**src/rtl/rtc_adj_ctrl.sv**
```systemverilog
// Command sequencer/arbiter for the RTC: serialises host and servo commands and
// drives the time, period and one-shot adjustment load strobes. Optional macro:
// RTC_ADJ_CTRL_SLEW_EN (defined: offsets are split into STEP_MAX-bounded steps).
module rtc_adj_ctrl #(
  parameter logic [39:0] STEP_MAX  = 40'h00_4000_0000,
  parameter logic [31:0] ADJ_DELAY = 32'd4
) (
  input  logic        clk,
  input  logic        rst,
  input  logic        host_req,
  input  logic [1:0]  host_op,
  input  logic [37:0] host_ns,
  input  logic [47:0] host_sec,
  input  logic [39:0] host_val,
  output logic        host_ack,
  input  logic        srv_req,
  input  logic        srv_op,
  input  logic [39:0] srv_val,
  output logic        srv_ack,
  output logic        busy,
  output logic        time_ld,
  output logic [37:0] time_reg_ns_in,
  output logic [47:0] time_reg_sec_in,
  output logic        period_ld,
  output logic [39:0] period_in,
  output logic        adj_ld,
  output logic [31:0] adj_ld_data,
  output logic [39:0] period_adj
);

  typedef enum logic [2:0] {
    S_IDLE,
    S_TIME,
    S_PERIOD,
    S_STEP,
    S_WAIT
  } state_t;

  state_t      state, state_d;
  logic [39:0] remaining;
  logic [39:0] step;
  logic [39:0] adj_q;
  logic [32:0] wait_cnt;
  logic        slewing;
  logic        abort;
  logic        host_take;
  logic        srv_take;

  // A host time set preempts an in-flight slew; everything else waits for IDLE.
  assign slewing   = (state == S_STEP) || (state == S_WAIT);
  assign abort     = slewing && host_req && (host_op == 2'b00);
  assign host_take = rst && (((state == S_IDLE) && host_req) || abort);
  assign srv_take  = rst && (state == S_IDLE) && srv_req && !host_req;

  assign host_ack    = host_take;
  assign srv_ack     = srv_take;
  assign busy        = (state != S_IDLE);
  assign time_ld     = (state == S_TIME);
  assign period_ld   = (state == S_PERIOD);
  assign adj_ld      = (state == S_STEP) && !abort;
  assign adj_ld_data = adj_ld ? ADJ_DELAY : 32'd0;
  assign period_adj  = adj_ld ? step : adj_q;

`ifdef RTC_ADJ_CTRL_SLEW_EN
  localparam logic signed [39:0] STEP_POS = STEP_MAX;
  localparam logic signed [39:0] STEP_NEG = -STEP_POS;

  always_comb begin
    step = remaining;
    if ($signed(remaining) > STEP_POS) begin
      step = STEP_POS;
    end else if ($signed(remaining) < STEP_NEG) begin
      step = STEP_NEG;
    end
  end
`else
  always_comb begin
    step = remaining;
  end
`endif

  always_ff @(posedge clk or negedge rst) begin
    if (!rst) begin
      state <= S_IDLE;
    end else begin
      // NOTE: sequential state uses non-blocking assignments so every register
      // samples pre-edge values regardless of block ordering.
      state <= state_d;
    end
  end

  always_comb begin
    // NOTE: default first so no path through the case leaves state_d unassigned
    // (which would infer a latch).
    state_d = state;
    unique case (state)
      S_IDLE: begin
        if (host_req) begin
          unique case (host_op)
            2'b00:   state_d = S_TIME;
            2'b01:   state_d = S_PERIOD;
            2'b10:   state_d = (host_val != 40'd0) ? S_STEP : S_IDLE;
            default: state_d = S_IDLE;
          endcase
        end else if (srv_req) begin
          if (srv_op) begin
            state_d = (srv_val != 40'd0) ? S_STEP : S_IDLE;
          end else begin
            state_d = S_PERIOD;
          end
        end
      end
      S_TIME, S_PERIOD: state_d = S_IDLE;
      S_STEP: state_d = abort ? S_TIME : S_WAIT;
      S_WAIT: begin
        if (abort) begin
          state_d = S_TIME;
        end else if (wait_cnt == 33'd0) begin
          state_d = (remaining != 40'd0) ? S_STEP : S_IDLE;
        end
      end
      default: state_d = S_IDLE;
    endcase
  end

  always_ff @(posedge clk or negedge rst) begin
    if (!rst) begin
      time_reg_ns_in  <= '0;
      time_reg_sec_in <= '0;
      period_in       <= '0;
      remaining       <= '0;
      adj_q           <= '0;
      wait_cnt        <= '0;
    end else begin
      if (host_take && (host_op == 2'b00)) begin
        time_reg_ns_in  <= host_ns;
        time_reg_sec_in <= host_sec;
      end

      if (host_take && (host_op == 2'b01)) begin
        period_in <= host_val;
      end else if (srv_take && !srv_op) begin
        period_in <= srv_val;
      end

      if (abort) begin
        remaining <= '0;
      end else if (host_take && (host_op == 2'b10)) begin
        remaining <= host_val;
      end else if (srv_take && srv_op) begin
        remaining <= srv_val;
      end else if (adj_ld) begin
        remaining <= remaining - step;
      end

      // WAIT lasts ADJ_DELAY+3 cycles: the counter runs ADJ_DELAY+2 down to 0.
      if (adj_ld) begin
        adj_q    <= step;
        wait_cnt <= {1'b0, ADJ_DELAY} + 33'd2;
      end else if ((state == S_WAIT) && (wait_cnt != 33'd0)) begin
        wait_cnt <= wait_cnt - 33'd1;
      end
    end
  end

endmodule
```
**config.mk**
```make
export PLATFORM = sky130hd
export DESIGN_NAME = rtc_adj_ctrl
export DESIGN_NICKNAME = d
export VERILOG_FILES = /design/src/rtl/rtc_adj_ctrl.sv
export SDC_FILE = /design/constraint.sdc
export NUM_CORES = 1
export LEC_CHECK = 0
export BUFFER_PORTS_ARGS = -buffer_cell sky130_fd_sc_hd__buf_2
export CAP_MARGIN = 15
export CORE_AREA = 2 2 148 150
export DETAILED_ROUTE_END_ITERATION = 16
export DIE_AREA = 0 0 150 152
export PLACE_DENSITY = 0.8
export SYNTH_ARGS = -nofsm -noshare
export SYNTH_HDL_FRONTEND = slang
export SYNTH_SLANG_ARGS = --single-unit
```
**constraint.sdc**
```tcl
create_clock -name clk -period 5.01 [get_ports clk]
set_input_delay 1.002 -clock clk [delete_from_list [all_inputs] [get_ports clk]]
set_output_delay 1.002 -clock clk [all_outputs]
set_load 0.05 [all_outputs]
```
-- Word level (Yosys, flattened, before mapping)
Index checks and enable logic that the tools add are counted.
Widths: inputs -> output; s select.
- latch bits: 0
- register bits after elaboration: 242
- memory bits (writable): 0
- output and inout port bits: 204
- ROM bits: 0
- memories: 0
- input bits: 173
- logic and storage cells: 69
- shift-type cells: 0
- add/subtract/negate cells: 2
- order comparisons: 0
- multiply operators: 0
- div/mod/pow operators: 0
- bitwise logic cells: 0
- reduce and logical (&&, ||, !) cells: 31
- eq/ne operators: 8
- multiplexer cells: 21
- operators by type and width (cell ; number):
    $mux 40 ; 7
    $reduce_bool 40->1 ; 3
    $mux 33 ; 2
    $sub 40x40->40 ; 1
    $logic_not 33->1 ; 1
    $reduce_bool 33->1 ; 1
    $sub 33x1->33 const B ; 1
    $mux 3 ; 6
    $logic_and 1x1->1 ; 14
    $pmux 3 s3 ; 1
    $mux 2 ; 4
    $eq 3x2->1 const B ; 2
    $pmux 2 s3 ; 1
    $reduce_bool 2->1 ; 2
    $reduce_bool 4->1 ; 1
    $eq 3x1->1 const B ; 1
    $eq 3x3->1 const B ; 1
    $logic_not 1->1 ; 3
    $logic_not 3->1 ; 1
    $ne 3x2->1 const B ; 1
    $ne 3x3->1 const B ; 1
    $reduce_bool 3->1 ; 1
    $eq 2x1->1 const B ; 1
    $eq 2x2->1 const B ; 1
    other kinds (3) ; 4

-- Longest topological paths before layout
- word-level depth: 10
- gate-level depth with buffers: 8

-- Worst setup path after synthesis
OpenSTA, ideal clock, no wires.
- path kind: input to output
- from: in host_req
- to: out period_adj[38]
- data arrival time: 2788 ps
- path buffers: 2
- stages on the path: 7
- required time: 4008 ps
- path slack: 1220 ps
- cell sequence: buf_2 > or3b_2 > nand2b_1 > clkinv_1 > clkbuf_1 > nand2_1 > nand2_1
- cells in the longest elaborated chain, start to end: 5
- RTL lines (element ; RTL line ; source):
    start, declared ; 10 ; input logic host_req,
    $logic_and 1x1->1 (2 in series) ; 51 ; assign abort = slewing && host_req && (host_op == 2'b00);
    $logic_not 1->1 ; 60 ; assign adj_ld = (state == S_STEP) && !abort;
    $logic_and 1x1->1 ; 60 ;
    net adj_ld ; 26 ; output logic adj_ld,
    $mux 40 ; - ;
    end, declared ; 28 ; output logic [39:0] period_adj
The timed path passes the listed nets, and every way through them passes these cells.

-- Final worst setup path
- from: in host_req
- to: out period_adj[7]
- cells in the longest elaborated chain, start to end: 5
- RTL lines (element ; RTL line):
    $logic_and 1x1->1 (2 in series) ; 51
    $logic_not 1->1 ; 60
    $logic_and 1x1->1 ; 60
    $mux 40 ; -
No other way between the ends.

==> results.toml <==
[die]
num_rows = 54
num_io_pins = 377
die_h_um = 152
floorplan.die.width_um = 150
start_util_pct = 49.49
die-area_um2 = 22800
fp.coreArea_um2 = 21350

[synth]
syn_area_um2 = 10570
syn_area_per_cell_um2 = 11.05
ys_warn_count = 0
syn_inst = 956
ys_ff_latch = 242
synthMuxAreaShare_pct = 10.87
synthAdderAreaFrac_pct = 0.2368
synth-compound-area-share_pct = 9.094
synth_edf_count = 0
synth_xor_area_share_pct = 0.4973
seq_area_frac_synth_pct = 57.31
yosysUniqueCellTypes = 56
synth-simple-area-share_pct = 16.21
synth_top_family_by_area = "simple AND/OR/NAND/NOR gates"
synth_ff_type = "dfrtp_1"
synthArstFlopShare_pct = 100.0

[layout]
final.fill_count = 1704
multi_input_area_um2 = 4061
register_area_um2 = 6056
final_cell_mix = "344 x buf_2, 242 x dfrtp_1, 234 x nand2_1"
fin_cells = 1589
num_antenna_cells = 0
nets = 1464
areaGrowthSynthToFinish_pct = 26.58
final_common_cell = "buf_2"
layout-drive-gt1-share_pct = 38.27

[power_and_ir_drop]
power_switching_w = 0.004830
pwr-share-seq_pct = 32.8
peakVddDrop_mv = 0.4597
sw_frac_of_total_pct = 48.36
p_comb_share_pct = 47.6
leakagePower_nw = 7.020
pwr-share-clk_pct = 19.7
cellPowerDensity_nw_per_um2 = 746.7
p_int_w = 0.005158

[global_route]
grt_pass1_wl_um = 47220
grt_pass1_vias = 8967
grt_max_degree = 160
grt_overflow = 0
globalRouteTotalUtil_pct = 25.87
antenna_found_initial = 1

[critical_path]
cp_max_fo = 65
startpoint_type = "input port"
endpoint_kind = "output pin"
critPathKind = "in -> out"
required_ns = 4.01
crit_arrival_ns = 3.01

[place]
place.gp.congestion = 0.9089
dp_worst_setup_slack_ns = 1.011
port_buffers = 345
dp.cells = 1541
dp_hpwl_um = 21250

[clock_tree]
htreeDepth = 1
cts_buffer_depth = 3
clock-root-buffer = "clkbuf_16"
postCtsHoldBufs = 0
cts_setup_buffers = 0
clkTransAtPathRegs_ns = 0.06
worst_skew_pair.late_latency_ns = 0.52
cts_tree = "built"
cts_made_buffers = 26
ctsResizeCount = 0
cts_sinks = 242

[timing]
finalSetupViolCount = 0
final_hold_viol_count = 0
layout_min_cycle_time_ns = 4.012
relSlewSlack_pct = 38.79
fmaxAchievable_ghz = 0.2492
drv_slew = 0
rsz0062_at_grt = "no"
worst_pin_slew_ns = 0.9113
period_share_pct = 80.09
setup_tns_ns = 0
layout_setup_ws_ns = 0.9976
clock_skew_ns = 0.01008

[detailed_routing]
postRouteAntennaNets = 0
drcViolationCount = 0
viasPerCell = 5.583
routedWlPerCell_um = 18.83
vias = 8872
wl_um = 29920
firstDrtPassIters = 7
drtIter0Drc = 769

[min_path]
min_path_type = "reg -> reg"

[flow_run]
drv_cap = 0

[run_status]
status = "complete, no violations"
## per-stage QoR
| stage | hold WS [ns] | utilization, % | area (µm²) | total power [W] |
|---|---|---|---|---|
| after global placement | 0.4495 | 58.51 | 12490 | 0.007928 |
| after CTS | 0.4681 | 62.65 | 13380 | 0.01004 |
| after detailed placement | 0.4538 | 58.51 | 12490 | 0.008042 |
| final | 0.4667 | 62.65 | 13380 | 0.009988 |
| after global routing | 0.4898 | 62.65 | 13380 | 0.01048 |
| after floorplan | 0.4350 | - | 10680 | 0.006822 |
## power groups by stage
| stage | sequential (W) | combinational, W | clock, W |
|---|---|---|---|
| after floorplan | 0.00498 | 0.00184 | 0 |
| after global placement | 0.00325 | 0.00468 | 0 |
| after detailed placement | 0.00328 | 0.00476 | 0 |
| after CTS | 0.00327 | 0.00477 | 0.00201 |
| after global routing | 0.00337 | 0.00502 | 0.00209 |
| final | 0.00327 | 0.00475 | 0.00196 |
## Yosys cell counts (all sizes together) (17+ instances only)
cell type / number / area [µm²]
inv: 44 / 165.2
dfrtp: 242 / 6056
buf: 46 / 306.5
mux2i: 18 / 180.2
a222oi: 40 / 400.4
nand2: 234 / 878.3
a22oi: 40 / 300.3
nor2: 20 / 75.07
nor3: 17 / 96.35
nor4: 41 / 320.3
clkbuf: 35 / 131.4
mux2: 86 / 968.4
## worst paths after layout
path / start / end / slack [ns] / depth (start not counted)
max: host_req / period_adj[7] / 1.0 / 7
min in group asynchronous: rst / time_reg_sec_in[4] / 0.49 / 1
max in group asynchronous: rst / adj_q[10] / 3.26 / 2
min reg2reg: adj_q[20] / adj_q[20] / 0.47 / 2
max reg2reg: state[1] / time_reg_sec_in[5] / 2.33 / 5
min: adj_q[20] / adj_q[20] / 0.47 / 2
## worst max-delay path: stages
cell      delay [ns]
buf_2           0.20
or3b_2          0.53
nand2b_2        0.11
buf_4           0.59
nand2_1         0.14
nand2_1         0.13
buf_2           0.27
## kinds of logic after synthesis
logic type,Yosys count
AOI/OAI and AO/OA,116
muxes,104
adders and majority gates,2
buffers and inverters,126
and+or+nand+nor,359
xor gates and xnor gates,6
other,1
DFF,242
## state kept, by name, indices dropped and copies added, names as in the netlist
register / cells
adj_q: 40
period_in: 40
remaining: 40
state: 3
time_reg_ns_in: 38
time_reg_sec_in: 48
wait_cnt: 33
## area by class of cell
type | count | area share, %
sequential | 242 | 45.28
multi-input combinational | 618 | 30.36
timing repair buffer | 356 | 13.88
clock buffer | 40 | 5.716
tap | 280 | 2.619
inverter | 45 | 1.263
clock inverter | 8 | 0.8793
## routing by layer
layer | vias up | part of all wire, % | global-route usage, %
met5 | - | 0.037 | 0
met4 | 2 | 3.3 | 8.625
met3 | 75 | 10 | 6.937
met2 | 527 | 48 | 42.81
met1 | 4254 | 38 | 33.00
li1 | 4014 | - | -
(Power assumes the default switching activity.)
